--- config.mk ---
export PLATFORM = sky130hd
export DESIGN_NAME = slink_tx_align_serializer
export DESIGN_NICKNAME = d
export VERILOG_FILES = /design/src/rtl/slink_tx_align_serializer.sv
export SDC_FILE = /design/constraint.sdc
export NUM_CORES = 1
export LEC_CHECK = 0
export ABC_CLOCK_PERIOD_IN_PS = 1900
export CAP_MARGIN = 20
export CORE_AREA = 4 4 53 55
export CTS_CLUSTER_DIAMETER = 200
export DETAILED_ROUTE_END_ITERATION = 6
export DIE_AREA = 0 0 57 59
export HOLD_SLACK_MARGIN = 0.1
export PLACE_DENSITY = 0.75
export SLEW_MARGIN = 15
export SYNTH_ARGS = -nofsm -noshare
export SYNTH_HDL_FRONTEND = slang
export SYNTH_SLANG_ARGS = --single-unit
export TNS_END_PERCENT = 50
--- constraint.sdc ---
create_clock -name bitclk -period 1.9 [get_ports bitclk]
set_input_delay 0.38 -clock bitclk [delete_from_list [all_inputs] [get_ports bitclk]]
set_output_delay 0.38 -clock bitclk [all_outputs]
set_load 0.01 [all_outputs]
--- src/rtl/slink_tx_align_serializer.sv ---
// S-Link TX lane serializer: parallel words to an LSB-first serial stream on bitclk,
// with the divided word clock and the word-alignment training pattern injected on request.
module slink_tx_align_serializer #(
  parameter int DATA_WIDTH  = 8,
  parameter int TRAIN_WORDS = 16
) (
  input  logic                  bitclk,
  input  logic                  tx_reset,
  input  logic                  enable,
  input  logic                  train_req,
  input  logic [DATA_WIDTH-1:0] tx_data,
  input  logic                  tx_valid,
  output logic                  tx_accept,
  output logic                  txclk,
  output logic                  training,
  output logic                  tx_ready,
  output logic                  txp,
  output logic                  txn
);

  localparam int CNT_W = (DATA_WIDTH > 1) ? $clog2(DATA_WIDTH) : 1;
  localparam int TC_W  = $clog2(TRAIN_WORDS + 1);

  localparam logic [CNT_W-1:0] CNT_LAST = CNT_W'(DATA_WIDTH - 1);
  localparam logic [CNT_W-1:0] CNT_HALF = CNT_W'(DATA_WIDTH / 2);
  localparam logic [TC_W-1:0]  TC_MAX   = TC_W'(TRAIN_WORDS);
  localparam logic [TC_W-1:0]  TC_EXIT  = TC_W'(TRAIN_WORDS - 1);

  localparam logic [1:0] ST_OFF   = 2'd0;
  localparam logic [1:0] ST_TRAIN = 2'd1;
  localparam logic [1:0] ST_DATA  = 2'd2;

  // Comma byte BC in the low byte so the receiver sees it first, 55 fill above it.
  function automatic logic [DATA_WIDTH-1:0] train_pattern();
    logic [DATA_WIDTH-1:0] p;
    p = '0;
    for (int b = 0; b < DATA_WIDTH / 8; b++) begin
      p[8*b +: 8] = (b == 0) ? 8'hBC : 8'h55;
    end
    return p;
  endfunction

  localparam logic [DATA_WIDTH-1:0] PAT = train_pattern();

  logic [1:0]            state;
  logic [1:0]            state_nxt;
  logic [CNT_W-1:0]      count;
  logic [DATA_WIDTH-1:0] shreg;
  logic [DATA_WIDTH-1:0] shreg_nxt;
  logic [TC_W-1:0]       train_cnt;
  logic [TC_W-1:0]       train_cnt_nxt;
  logic                  accept_nxt;
  logic                  boundary;
  logic                  line_on;
  logic                  bit_now;

  assign boundary = (count == CNT_LAST);

  // Word-boundary decisions; between boundaries everything holds.
  always_comb begin
    state_nxt     = state;
    shreg_nxt     = shreg;
    train_cnt_nxt = train_cnt;
    accept_nxt    = 1'b0;
    if (boundary) begin
      case (state)
        ST_OFF: begin
          shreg_nxt = '0;
          if (enable) begin
            state_nxt     = ST_TRAIN;
            train_cnt_nxt = '0;
          end
        end
        ST_TRAIN: begin
          shreg_nxt = PAT;
          if (train_cnt != TC_MAX) begin
            train_cnt_nxt = train_cnt + 1'b1;
          end
          if (!enable) begin
            state_nxt = ST_OFF;
          end else if ((train_cnt >= TC_EXIT) && !train_req) begin
            state_nxt = ST_DATA;
          end
        end
        ST_DATA: begin
          if (!enable) begin
            state_nxt = ST_OFF;
            shreg_nxt = '0;
          end else if (train_req) begin
            state_nxt     = ST_TRAIN;
            train_cnt_nxt = '0;
            shreg_nxt     = PAT;
          end else if (tx_valid) begin
            shreg_nxt  = tx_data;
            accept_nxt = 1'b1;
          end else begin
            shreg_nxt = PAT;
          end
        end
        default: begin
          state_nxt = ST_OFF;
          shreg_nxt = '0;
        end
      endcase
    end
  end

  always_ff @(posedge bitclk or posedge tx_reset) begin
    if (tx_reset) begin
      state     <= ST_OFF;
      count     <= '0;
      shreg     <= '0;
      train_cnt <= '0;
      tx_accept <= 1'b0;
      training  <= 1'b0;
      tx_ready  <= 1'b0;
    end else begin
      count     <= boundary ? '0 : count + 1'b1;
      state     <= state_nxt;
      shreg     <= shreg_nxt;
      train_cnt <= train_cnt_nxt;
      tx_accept <= accept_nxt;
      training  <= (state_nxt == ST_TRAIN);
      tx_ready  <= (state_nxt == ST_DATA);
    end
  end

  // OFF is electrical idle: both legs low rather than a differential zero.
  assign line_on = (state != ST_OFF);
  assign bit_now = shreg[count];
  assign txp     = line_on & bit_now;
  assign txn     = line_on & ~bit_now;
  assign txclk   = (count < CNT_HALF);

endmodule

==> results of run 1 <==
kinds of logic (layout without fill, tap and decap cells):
| family | Yosys count | after routing | share of synthesized area |
|---|---|---|---|
| adder cells (fa/ha/maj) | 9 | 9 | 0.0940 |
| buffers and inverters | 16 | 40 | 0.0512 |
| AO/OA/AOI/OAI | 30 | 30 | 0.183 |
| multiplexers | 6 | 6 | 0.0773 |
| flip-flops | 21 | 21 | 0.439 |
| AND/OR/NAND/NOR | 35 | 35 | 0.156 |
cell type report:
type / count / area share
inverters: 13 / 0.0333
flip-flops and latches: 21 / 0.358
clock inverters: 1 / 0.00341
well taps: 30 / 0.0256
multi-input cells: 80 / 0.418
clock buffers: 3 / 0.0154
repair buffers: 23 / 0.146
flip-flops by register name (all words and copies together) (netlist names):
| name | flops |
|---|---|
| count | 3 |
| shreg | 8 |
| state | 2 |
| train_cnt | 5 |
| training | 1 |
| tx_accept | 1 |
| tx_ready | 1 |
worst max-delay path by stage:
stage / cells past startpoint / slack [ns] / end / startpoint
6_report: 4 / -0.16 / txn / count[0]
4_1_cts: 4 / -0.20 / txn / count[0]
5_1_grt: 4 / -0.27 / txn / count[0]
3_5_place_dp: 4 / -0.32 / txn / count[0]
2_1_floorplan: 3 / 0.26 / txn / count[0]
3_3_place_gp: 4 / -0.27 / txn / count[0]
worst reg2reg max path, delay by kind of cell, from the launching register on:
family / cells / cell delay (ns)
buffers and inverters: 1 / 0.15
AO/OA/AOI/OAI: 2 / 0.29
AND/OR/NAND/NOR: 2 / 0.41
adder cells (fa/ha/maj): 2 / 0.40
flip-flops: 1 / 0.44
timing repair:
action / CTS / global route
pin swaps: 0 / 1
resized for setup: 11 / 4
buffers inserted: 1 / 0
endpoints found under the setup margin: 2 / 10
placed cells by master, fill, tap and decap left out, types with 2 or more instances in the layout:
cell	n
mux2i_1	4
o2bb2ai_1	2
o21ai_1	2
buf_4	5
dfrtp_1	21
inv_1	13
clkbuf_4	3
mux4_2	2
nand2b_1	5
nor2b_1	3
clkdlybuf4s50_1	16
nand3_1	5
ha_1	8
and2_1	3
o21ai_0	6
nand2_1	7
a32o_1	3
o21a_1	6
o211ai_1	5
nor2_1	5
and3_1	2
power by group through the flow:
stage	combinational, mW	sequential (mW)	clock [mW]
finish	0.398	0.577	0.216
global route	0.453	0.587	0.248
CTS	0.399	0.575	0.227
detailed placement	0.392	0.583	0
global placement	0.382	0.578	0
floorplan	0.250	0.577	0
metal layers:
layer	wire length [um]	vias up
met2	1040	30
li1	-	460
met5	0	-
met1	1140	459
met4	32	0
met3	156	4
metrics by stage:
stage          area (sq um)  total power, mW
5_1_grt                1470             1.29
3_3_place_gp           1430            0.960
6_report               1470             1.19
3_5_place_dp           1430            0.975
2_1_floorplan          1200            0.827
4_1_cts                1460             1.20
==> impl_metrics.tcl, run 1 <==
set metrics [dict create \
    status "complete, but fails checks" \
    violations "setup timing" \
    crit_buf_inv 1 \
    cts_tree "yes" \
    clock-root-buffer "clkbuf_4" \
    drc_errors 0 \
    netlist_area_sq_um 1200 \
    path_class "flip-flop to output port" \
    die_w_um 57 \
    syn_to_final_growth_pct 22.5 \
    area.sequential_sq_um 526 \
    ys_seq_elements 21 \
    fin_skew_ns 0.00658 \
    max_slew_margin 0.785 \
    grt_pass1_wl_um 4220 \
    cpMaxStageDelayCell "mux4_2" \
    maxCapViolCount 0 \
    path_cells "mux4_2 -> mux2i_1 -> and2b_2 -> buf_6" \
    htree_num_levels 1 \
    p_int_mw 0.796 \
    start_util 0.502 \
    synthTopCellsByCount "dfrtp_1 (21), inv_1 (13), ha_1 (9)" \
    swShare 0.331 \
    syn-num-nets 139 \
    leakage_nw 0.679 \
    ys_seq_area_frac 0.439 \
    synth_flop_cell "dfrtp_1" \
    r2r_setup_slack_ns 0.17 \
    rr_worst_depth 7 \
    rsz0062_at_grt "true" \
    grt-busiest-layer "met2" \
    rows 18 \
    ant_nets 0 \
    p_switching_mw 0.395 \
    grt_overflow 0 \
    synth_edf_count 0 \
    async_flop_share 1.00 \
    postLayoutCoreUtil 0.614 \
    final-hold-violation-count 0 \
    drt_iter0_markers 16 \
    worstPathArrival_ns 1.68 \
    use_met1 0.225 \
    combPwrFrac 0.334 \
    placed_cells 166 \
    drive_above_1_share 0.135 \
    use_met3 0.0240 \
    r2r_start "count[0]" \
    final.period_utilization 1.08 \
    cts.sinks 21 \
    hold_path_class "input pin to async pin" \
    crit_family "multiplexers" \
    synth.most_common_cell "dfrtp_1" \
    synth_largest_area_cell "dfrtp_1" \
    ys_types 29 \
    dr_total_vias 953 \
    ys_top_cells_by_area "dfrtp_1 (44%), ha_1 (9.4%), mux4_1 (4.4%)" \
    min_period_ns 2.06 \
    r2r-end "training" \
    port_buffers 18 \
    clock_path_buffers 2 \
    clk_latency_ns 0.30 \
    drt-total-wl_um 2370 \
    fin_nets 164 \
    tightest_slew_ns 0.321 \
    multi_input_area_sq_um 613 \
    yosysWarnings 0 \
    grt_use_total 0.160 \
    clkTransAtPathRegs_ns 0.12 \
    synth_top_area_share 0.439 \
    whs_ns 0.402 \
    cts_buffers 3 \
    critical_path_required_ns 1.52 \
    die_height_um 59 \
    worstSetupEndpointType "output port" \
    cts_hold_buffers 0 \
    layout.cells.non_filler 171 \
    finalMaxSlewViolations 0 \
    pwr-share-clk 0.182 \
    wire_per_inst_um 13.8 \
    slowest_delay_ns 0.51 \
    dp_slack_ns -0.324 \
    core_area_sq_um 2390 \
    met2_usage 0.246 \
    antenna_cells 0 \
    power_frac_seq 0.484 \
    fmax_mhz 487 \
    dr.pass1.iters 5 \
    grt_pass1_vias 936 \
    p_per_area_nw_per_um2 812 \
    io_pins 19 \
    antenna_found_initial 0 \
    grt_max_degree 22 \
    gp_congestion 0.805 \
    vias_per_cell 5.57 \
    start_kind "flip-flop" \
    fin_ws_ns -0.155 \
    die_area_sq_um 3360 \
    syn_avg_cell_area_sq_um 10.2 \
    hpwl_um 1780 \
    nFillCells 218 \
    synthCells 117 \
    max-vdd-ir-drop_mv 0.466 \
    finalSetupViolCount 2 \
    critPathMaxFanout 3 \
    tns_ns -0.240 \
]
No activity file was read; power rests on OpenSTA's default activity.
==> run 2: changes to the inputs <==
- CTS_CLUSTER_SIZE: default -> 10
==> results of run 2 <==
Final layout, timing and power as in run 1 (identical DEF).
